File: config.mk
export PLATFORM = sky130hd
export DESIGN_NAME = counter_driver_flat
export DESIGN_NICKNAME = d
export VERILOG_FILES = /design/src/rtl/counter_pkg.sv /design/src/rtl/counter_driver_if.sv /design/src/rtl/counter_shadow.sv /design/src/rtl/counter_driver.sv /design/src/flat_wrapper.sv
export SDC_FILE = /design/constraint.sdc
export NUM_CORES = 1
export LEC_CHECK = 0
export CAP_MARGIN = 20
export CORE_MARGIN = 2
export CORE_UTILIZATION = 51
export DETAILED_ROUTE_END_ITERATION = 8
export PLACE_DENSITY = 0.82
export SYNTH_ARGS = -nofsm -noshare
export SYNTH_HDL_FRONTEND = slang
export SYNTH_SLANG_ARGS = --single-unit
File: constraint.sdc
create_clock -name Clk -period 2.7 [get_ports Clk]
set_input_delay 0.405 -clock Clk [delete_from_list [all_inputs] [get_ports Clk]]
set_output_delay 0.405 -clock Clk [all_outputs]
set_load 0.05 [all_outputs]
File: src/rtl/counter_pkg.sv
// Shared definitions for the dual-channel enable counter and its command driver.
package counter_pkg;

    // Enabled cycles per channel-1 increment unless overridden.
    localparam int DIV_DEFAULT = 4;

    // Width of both counter outputs; the driver's shadows match it.
    localparam int OUT_W = 64;

    typedef enum logic [1:0] {
        IDLE = 2'd0,
        RUN  = 2'd1,
        DONE = 2'd2
    } state_e;

    // Divide-phase register width: clog2(div), never narrower than one bit.
    function automatic int phase_width(input int div);
        return (div > 1) ? $clog2(div) : 1;
    endfunction

endpackage

File: src/rtl/counter_driver_if.sv
// Command handshake between a command source and the counter driver.
interface counter_driver_if #(
    parameter int CNT_W = 16
) ();

    logic             CmdValid;
    logic             CmdReady;
    logic             CmdSel;
    logic [CNT_W-1:0] CmdCount;
    logic             Hold;
    logic             Abort;
    logic             Done;
    logic             Aborted;

    // Command source side.
    modport master (
        output CmdValid, CmdSel, CmdCount, Hold, Abort,
        input  CmdReady, Done, Aborted
    );

    // Driver side.
    modport slave (
        input  CmdValid, CmdSel, CmdCount, Hold, Abort,
        output CmdReady, Done, Aborted
    );

endinterface

File: src/rtl/counter_shadow.sv
// Cycle-exact shadow of the counter: divide phase plus both 64-bit outputs.
module counter_shadow
    import counter_pkg::*;
#(
    parameter  int DIV  = DIV_DEFAULT,
    localparam int PH_W = phase_width(DIV)
) (
    input  logic             Clk,
    input  logic             Reset,
    input  logic             En,
    input  logic             Slt,
    output logic [PH_W-1:0]  Phase,
    output logic [OUT_W-1:0] Shadow0,
    output logic [OUT_W-1:0] Shadow1,
    output logic             Wrap
);

    localparam logic [PH_W-1:0] PH_LAST = PH_W'(DIV - 1);

    logic [PH_W-1:0]  phase_q,   phase_d;
    logic [OUT_W-1:0] shadow0_q, shadow0_d;
    logic [OUT_W-1:0] shadow1_q, shadow1_d;

    // Channel 1 completes an increment on the enabled cycle that leaves the last phase.
    assign Wrap = En && Slt && (phase_q == PH_LAST);

    // Next-state: channel 0 counts every enabled cycle, channel 1 every DIV-th.
    always_comb begin
        // NOTE: every always_comb output gets a default first, so no path can infer a latch.
        phase_d   = phase_q;
        shadow0_d = shadow0_q;
        shadow1_d = shadow1_q;
        if (En) begin
            if (!Slt) begin
                shadow0_d = shadow0_q + 1'b1;
            end else if (Wrap) begin
                phase_d   = '0;
                shadow1_d = shadow1_q + 1'b1;
            end else begin
                phase_d = phase_q + 1'b1;
            end
        end
    end

    // State registers with the shared synchronous reset.
    always_ff @(posedge Clk) begin
        // NOTE: sequential state uses <= so every register samples pre-edge values.
        if (Reset) begin
            phase_q   <= '0;
            shadow0_q <= '0;
            shadow1_q <= '0;
        end else begin
            phase_q   <= phase_d;
            shadow0_q <= shadow0_d;
            shadow1_q <= shadow1_d;
        end
    end

    assign Phase   = phase_q;
    assign Shadow0 = shadow0_q;
    assign Shadow1 = shadow1_q;

endmodule

File: src/rtl/counter_driver.sv
// Command-driven initiator: advances counter channel Slt by exactly N output counts.
module counter_driver
    import counter_pkg::*;
#(
    parameter  int CNT_W = 16,
    parameter  int DIV   = DIV_DEFAULT,
    localparam int PH_W  = phase_width(DIV)
) (
    input  logic             Clk,
    input  logic             Reset,
    counter_driver_if.slave  cmd,
    output logic             En,
    output logic             Slt,
    output logic [PH_W-1:0]  Phase,
    output logic [OUT_W-1:0] Shadow0,
    output logic [OUT_W-1:0] Shadow1
);

    state_e           state_q;
    logic             slt_q;
    logic             done_q;
    logic             aborted_q;
    logic [CNT_W-1:0] remaining_q;

    logic wrap;
    logic count_step;

    // Enable only while running, and never in a Hold or Abort cycle.
    assign En = (state_q == RUN) && !cmd.Hold && !cmd.Abort;

    // One output increment lands this cycle: every channel-0 enable, or a channel-1 wrap.
    assign count_step = En && (!slt_q || wrap);

    assign cmd.CmdReady = (state_q == IDLE);
    assign cmd.Done     = done_q;
    assign cmd.Aborted  = aborted_q;
    assign Slt          = slt_q;

    counter_shadow #(
        .DIV (DIV)
    ) u_shadow (
        .Clk     (Clk),
        .Reset   (Reset),
        .En      (En),
        .Slt     (slt_q),
        .Phase   (Phase),
        .Shadow0 (Shadow0),
        .Shadow1 (Shadow1),
        .Wrap    (wrap)
    );

    // Command FSM: accept in IDLE, count down in RUN, pulse Done for one cycle.
    always_ff @(posedge Clk) begin
        if (Reset) begin
            state_q     <= IDLE;
            slt_q       <= 1'b0;
            done_q      <= 1'b0;
            aborted_q   <= 1'b0;
            remaining_q <= '0;
        end else begin
            case (state_q)
                IDLE: begin
                    if (cmd.CmdValid) begin
                        slt_q       <= cmd.CmdSel;
                        remaining_q <= cmd.CmdCount;
                        if (cmd.CmdCount == '0) begin
                            state_q <= DONE;
                            done_q  <= 1'b1;
                        end else begin
                            state_q <= RUN;
                        end
                    end
                end
                RUN: begin
                    if (cmd.Abort) begin
                        state_q   <= DONE;
                        done_q    <= 1'b1;
                        aborted_q <= 1'b1;
                    end else if (count_step) begin
                        remaining_q <= remaining_q - 1'b1;
                        if (remaining_q == CNT_W'(1)) begin
                            state_q <= DONE;
                            done_q  <= 1'b1;
                        end
                    end
                end
                DONE: begin
                    state_q   <= IDLE;
                    done_q    <= 1'b0;
                    aborted_q <= 1'b0;
                end
                default: begin
                    state_q <= IDLE;
                end
            endcase
        end
    end

endmodule

File: src/flat_wrapper.sv
// flat-port wrapper written by rule: the top's interface ports become plain ports
module counter_driver_flat import counter_pkg::*;
#(
    parameter  int CNT_W = 16,
    parameter  int DIV   = DIV_DEFAULT,
    localparam int PH_W  = phase_width(DIV)
)
  (Clk, Reset, En, Slt, Phase, Shadow0, Shadow1, cmd_CmdValid, cmd_CmdSel, cmd_CmdCount, cmd_Hold, cmd_Abort, cmd_CmdReady, cmd_Done, cmd_Aborted);
  counter_driver_if #(.CNT_W(CNT_W)) cmd_i ();
  input  logic Clk;
  input  logic Reset;
  output logic En;
  output logic Slt;
  output logic [PH_W-1:0] Phase;
  output logic [OUT_W-1:0] Shadow0;
  output logic [OUT_W-1:0] Shadow1;
  input wire logic [$bits(cmd_i.CmdValid)-1:0] cmd_CmdValid;
  input wire logic [$bits(cmd_i.CmdSel)-1:0] cmd_CmdSel;
  input wire logic [$bits(cmd_i.CmdCount)-1:0] cmd_CmdCount;
  input wire logic [$bits(cmd_i.Hold)-1:0] cmd_Hold;
  input wire logic [$bits(cmd_i.Abort)-1:0] cmd_Abort;
  output wire logic [$bits(cmd_i.CmdReady)-1:0] cmd_CmdReady;
  output wire logic [$bits(cmd_i.Done)-1:0] cmd_Done;
  output wire logic [$bits(cmd_i.Aborted)-1:0] cmd_Aborted;
  assign cmd_i.CmdValid = cmd_CmdValid;
  assign cmd_i.CmdSel = cmd_CmdSel;
  assign cmd_i.CmdCount = cmd_CmdCount;
  assign cmd_i.Hold = cmd_Hold;
  assign cmd_i.Abort = cmd_Abort;
  assign cmd_CmdReady = cmd_i.CmdReady;
  assign cmd_Done = cmd_i.Done;
  assign cmd_Aborted = cmd_i.Aborted;
  counter_driver #(.CNT_W(CNT_W), .DIV(DIV)) u_core (.Clk(Clk), .Reset(Reset), .cmd(cmd_i), .En(En), .Slt(Slt), .Phase(Phase), .Shadow0(Shadow0), .Shadow1(Shadow1));
endmodule
==> flow_metrics.py <==
metrics = {
    "run_status": {
        "status": "completed",
    },
    "timing": {
        "min_period_ns": 2.62,
        "rsz0062_at_grt": "false",
        "clock.fmax_mhz": 382,
        "tightest_slew_ns": 0.714,
        "fin_hold_ws_ns": 0.480,
        "fin_crit_sh_pct": 96.9,
        "setup_viol": 0,
        "slew_viol_final": 0,
        "slew_headroom_pct": 52.0,
        "hold_viol_final": 0,
        "finClkSkew_ns": 0.0100,
        "tns_ns": 0,
    },
    "cts": {
        "cts_tree": "yes",
        "cts_inserted_buffers": 17,
        "clkLatencyLatePin_ns": 0.43,
        "cts_hold_buf": 0,
        "cts_sinks": 151,
        "htreeDepth": 4,
        "clock_path_buffers": 2,
        "clk_pin_slew_ns": 0.06,
        "root_buffer": "clkbuf_16",
    },
    "detailed_routing": {
        "routedWlPerCell_microns": 16.0,
        "vias": 7681,
        "detail_route.iter0.violations": 901,
        "drc_errors": 0,
        "routed_wl_microns": 20700,
        "vias_per_cell": 5.94,
        "drtPass1Iterations": 5,
        "ant_nets": 0,
    },
    "synthesis": {
        "synth_async_sr_flop_share_pct": 0,
        "ys_types": 49,
        "synth_nets": 955,
        "synthFlopType": "dfxtp_1",
        "synth_seq_area_share_pct": 40.8,
        "synth_seq_cells": 151,
        "netlist_instances": 925,
        "yosysWarnings": 0,
        "synth_edf_count": 0,
        "netlist_area_sq_um": 7410,
        "syn_avg_cell_area_sq_um": 8.01,
    },
    "setup_path": {
        "crit_fanout": 12,
        "ff2ff_setup_slack_ns": 0.08,
        "worstPathRequired_ns": 3.04,
        "ff2ff_path_depth": 5,
        "critPathKind": "reg -> reg",
        "critPathLaunchType": "flip-flop",
        "cp-end-kind": "flip-flop",
        "worstPathArrival_ns": 2.96,
    },
    "global_route": {
        "grt_pass1_wl_microns": 33300,
        "antenna_found_initial": 0,
        "grt_max_degree": 147,
        "groute.usage.overall_pct": 25.7,
        "grt_pass1_vias": 6778,
        "grt.overflow.total": 0,
    },
    "finish": {
        "fin_area_sq_um": 9990,
        "final_cell_mix": "clkdlybuf4s50_1, dfxtp_1, nor2_1, a21oi_1, nand2_1",
        "final_common_cell": "clkdlybuf4s50_1",
        "fillers": 1131,
        "final_util_pct": 69.5,
        "multiInputGateArea_sq_um": 4150,
        "fin_nets": 1127,
        "insertedDiodeCount": 0,
        "syn_to_final_growth_pct": 34.9,
        "register_area_sq_um": 3020,
        "drive_above_1_share_pct": 7.66,
    },
    "floorplan": {
        "initial_core_util_pct": 51.5,
        "num_rows": 44,
        "top_level_ports": 157,
        "dieArea_sq_um": 15500,
        "core_region_area_sq_um": 14400,
        "die_y_microns": 125,
        "die_w_microns": 125,
    },
    "worst_hold_path": {
        "hold_path_depth": 2,
        "hp-class": "reg -> reg",
    },
    "job": {
        "cap_violations": 0,
    },
    "placed_design": {
        "place.detailed.hpwl_microns": 14200,
        "place.gp.congestion": 0.861,
        "place_area_sq_um": 9360,
        "port_buffers": 156,
    },
    "power_and_ir_drop": {
        "power_density_nw_per_um2": 639,
        "totalPowerFinal_mw": 6.39,
        "leakage_nw": 3.25,
        "irDropWorstVdd_mv": 0.454,
    },
}
[synth_stat cells (6+ instances only)]
cell type  instances  area [sq um]
a21oi_1           85           425
dfxtp_1          151          3020
ha_1               8           100
or4_1             14           105
o31ai_1           13          97.6
and4_1            14           123
xnor2_1           22           193
clkbuf_1          40           150
nand4_1           58           363
inv_1             18          67.6
xor2_1            37           324
o21ai_0           68           340
o22ai_1            6          37.5
and3_1            16           100
nor2_1            86           323
nand2_1           79           297
nor4_1            22           138
a211oi_1           6          45.0
nand3_1           46           230
and2_1             9          56.3
nor3_1            20           100
or3_1             54           338
[worst paths after layout]
check / startpoint / end
min reg2reg: u_core.u_shadow.Phase[1] / u_core.u_shadow.Phase[1]
max reg2reg: u_core.u_shadow.Shadow0[25] / u_core.u_shadow.Shadow0[54]
min: u_core.u_shadow.Phase[1] / u_core.u_shadow.Phase[1]
max: u_core.u_shadow.Shadow0[25] / u_core.u_shadow.Shadow0[54]
[state kept, by name (all words and copies together) (netlist names)]
name                     flops
u_core.remaining_q          16
u_core.cmd.Done              1
u_core.Slt                   1
u_core.u_shadow.Shadow0     64
u_core.u_shadow.Phase        2
u_core.u_shadow.Shadow1     64
u_core.state_q               2
u_core.cmd.Aborted           1
[worst max-delay path, cell delays in order, from the launching register on]
cell,delay [ns]
dfxtp_1,0.45
nand4_1,0.29
or4b_1,0.63
or4_4,0.53
or4_1,0.44
a21oi_1,0.19
[repair_timing]
| action | in CTS | in global routing |
|---|---|---|
| endpoints found under the setup margin | 0 | 3 |
| gates resized for setup | 0 | 1 |
| endpoints found under the hold margin | 0 | 0 |
| buffers inserted | 0 | 0 |
[per-layer routing]
layer / share of wire, % / vias to the layer above / global-route usage, % / wire, microns
met3: 6.3 / 25 / 5.50 / 1300
met1: 46 / 3640 / 36.2 / 9490
met5: 0 / - / 0 / 0
met4: 1.3 / 0 / 6.87 / 268
li1: - / 3741 / - / -
met2: 47 / 275 / 40.2 / 9650
[report_power, final]
group          internal (mW)  switching, mW
registers               2.36          0.148
logic                  0.519          0.821
clock network           1.59          0.950
[area by class of cell]
| class | instances | share of cell area (%) |
|---|---|---|
| clock buffer | 19 | 4.53 |
| clock inverter | 13 | 1.77 |
| inverter | 19 | 0.714 |
| multi-input combinational | 711 | 41.5 |
| sequential | 151 | 30.3 |
| tap | 184 | 2.30 |
| timing repair buffer | 197 | 18.9 |
[through the flow]
| step | cells | setup WS (ns) |
|---|---|---|
| finish | 1294 | 0.0836 |
| global route | 1294 | 0.0113 |
| global placement | 1262 | -0.0533 |
| floorplan | 925 | 0.0163 |
| CTS | 1294 | 0.0258 |
| detailed placement | 1262 | -0.138 |
[kinds of logic after synthesis]
| logic type | synth area share, % |
|---|---|
| XOR/XNOR | 6.98 |
| multiplexers | 0.270 |
| AO/OA/AOI/OAI | 14.9 |
| flip-flops | 40.8 |
| adder cells (fa/ha/maj) | 1.35 |
| buffers and inverters | 3.23 |
| AND/OR/NAND/NOR | 32.5 |
Power figures use the tool's default switching activity.
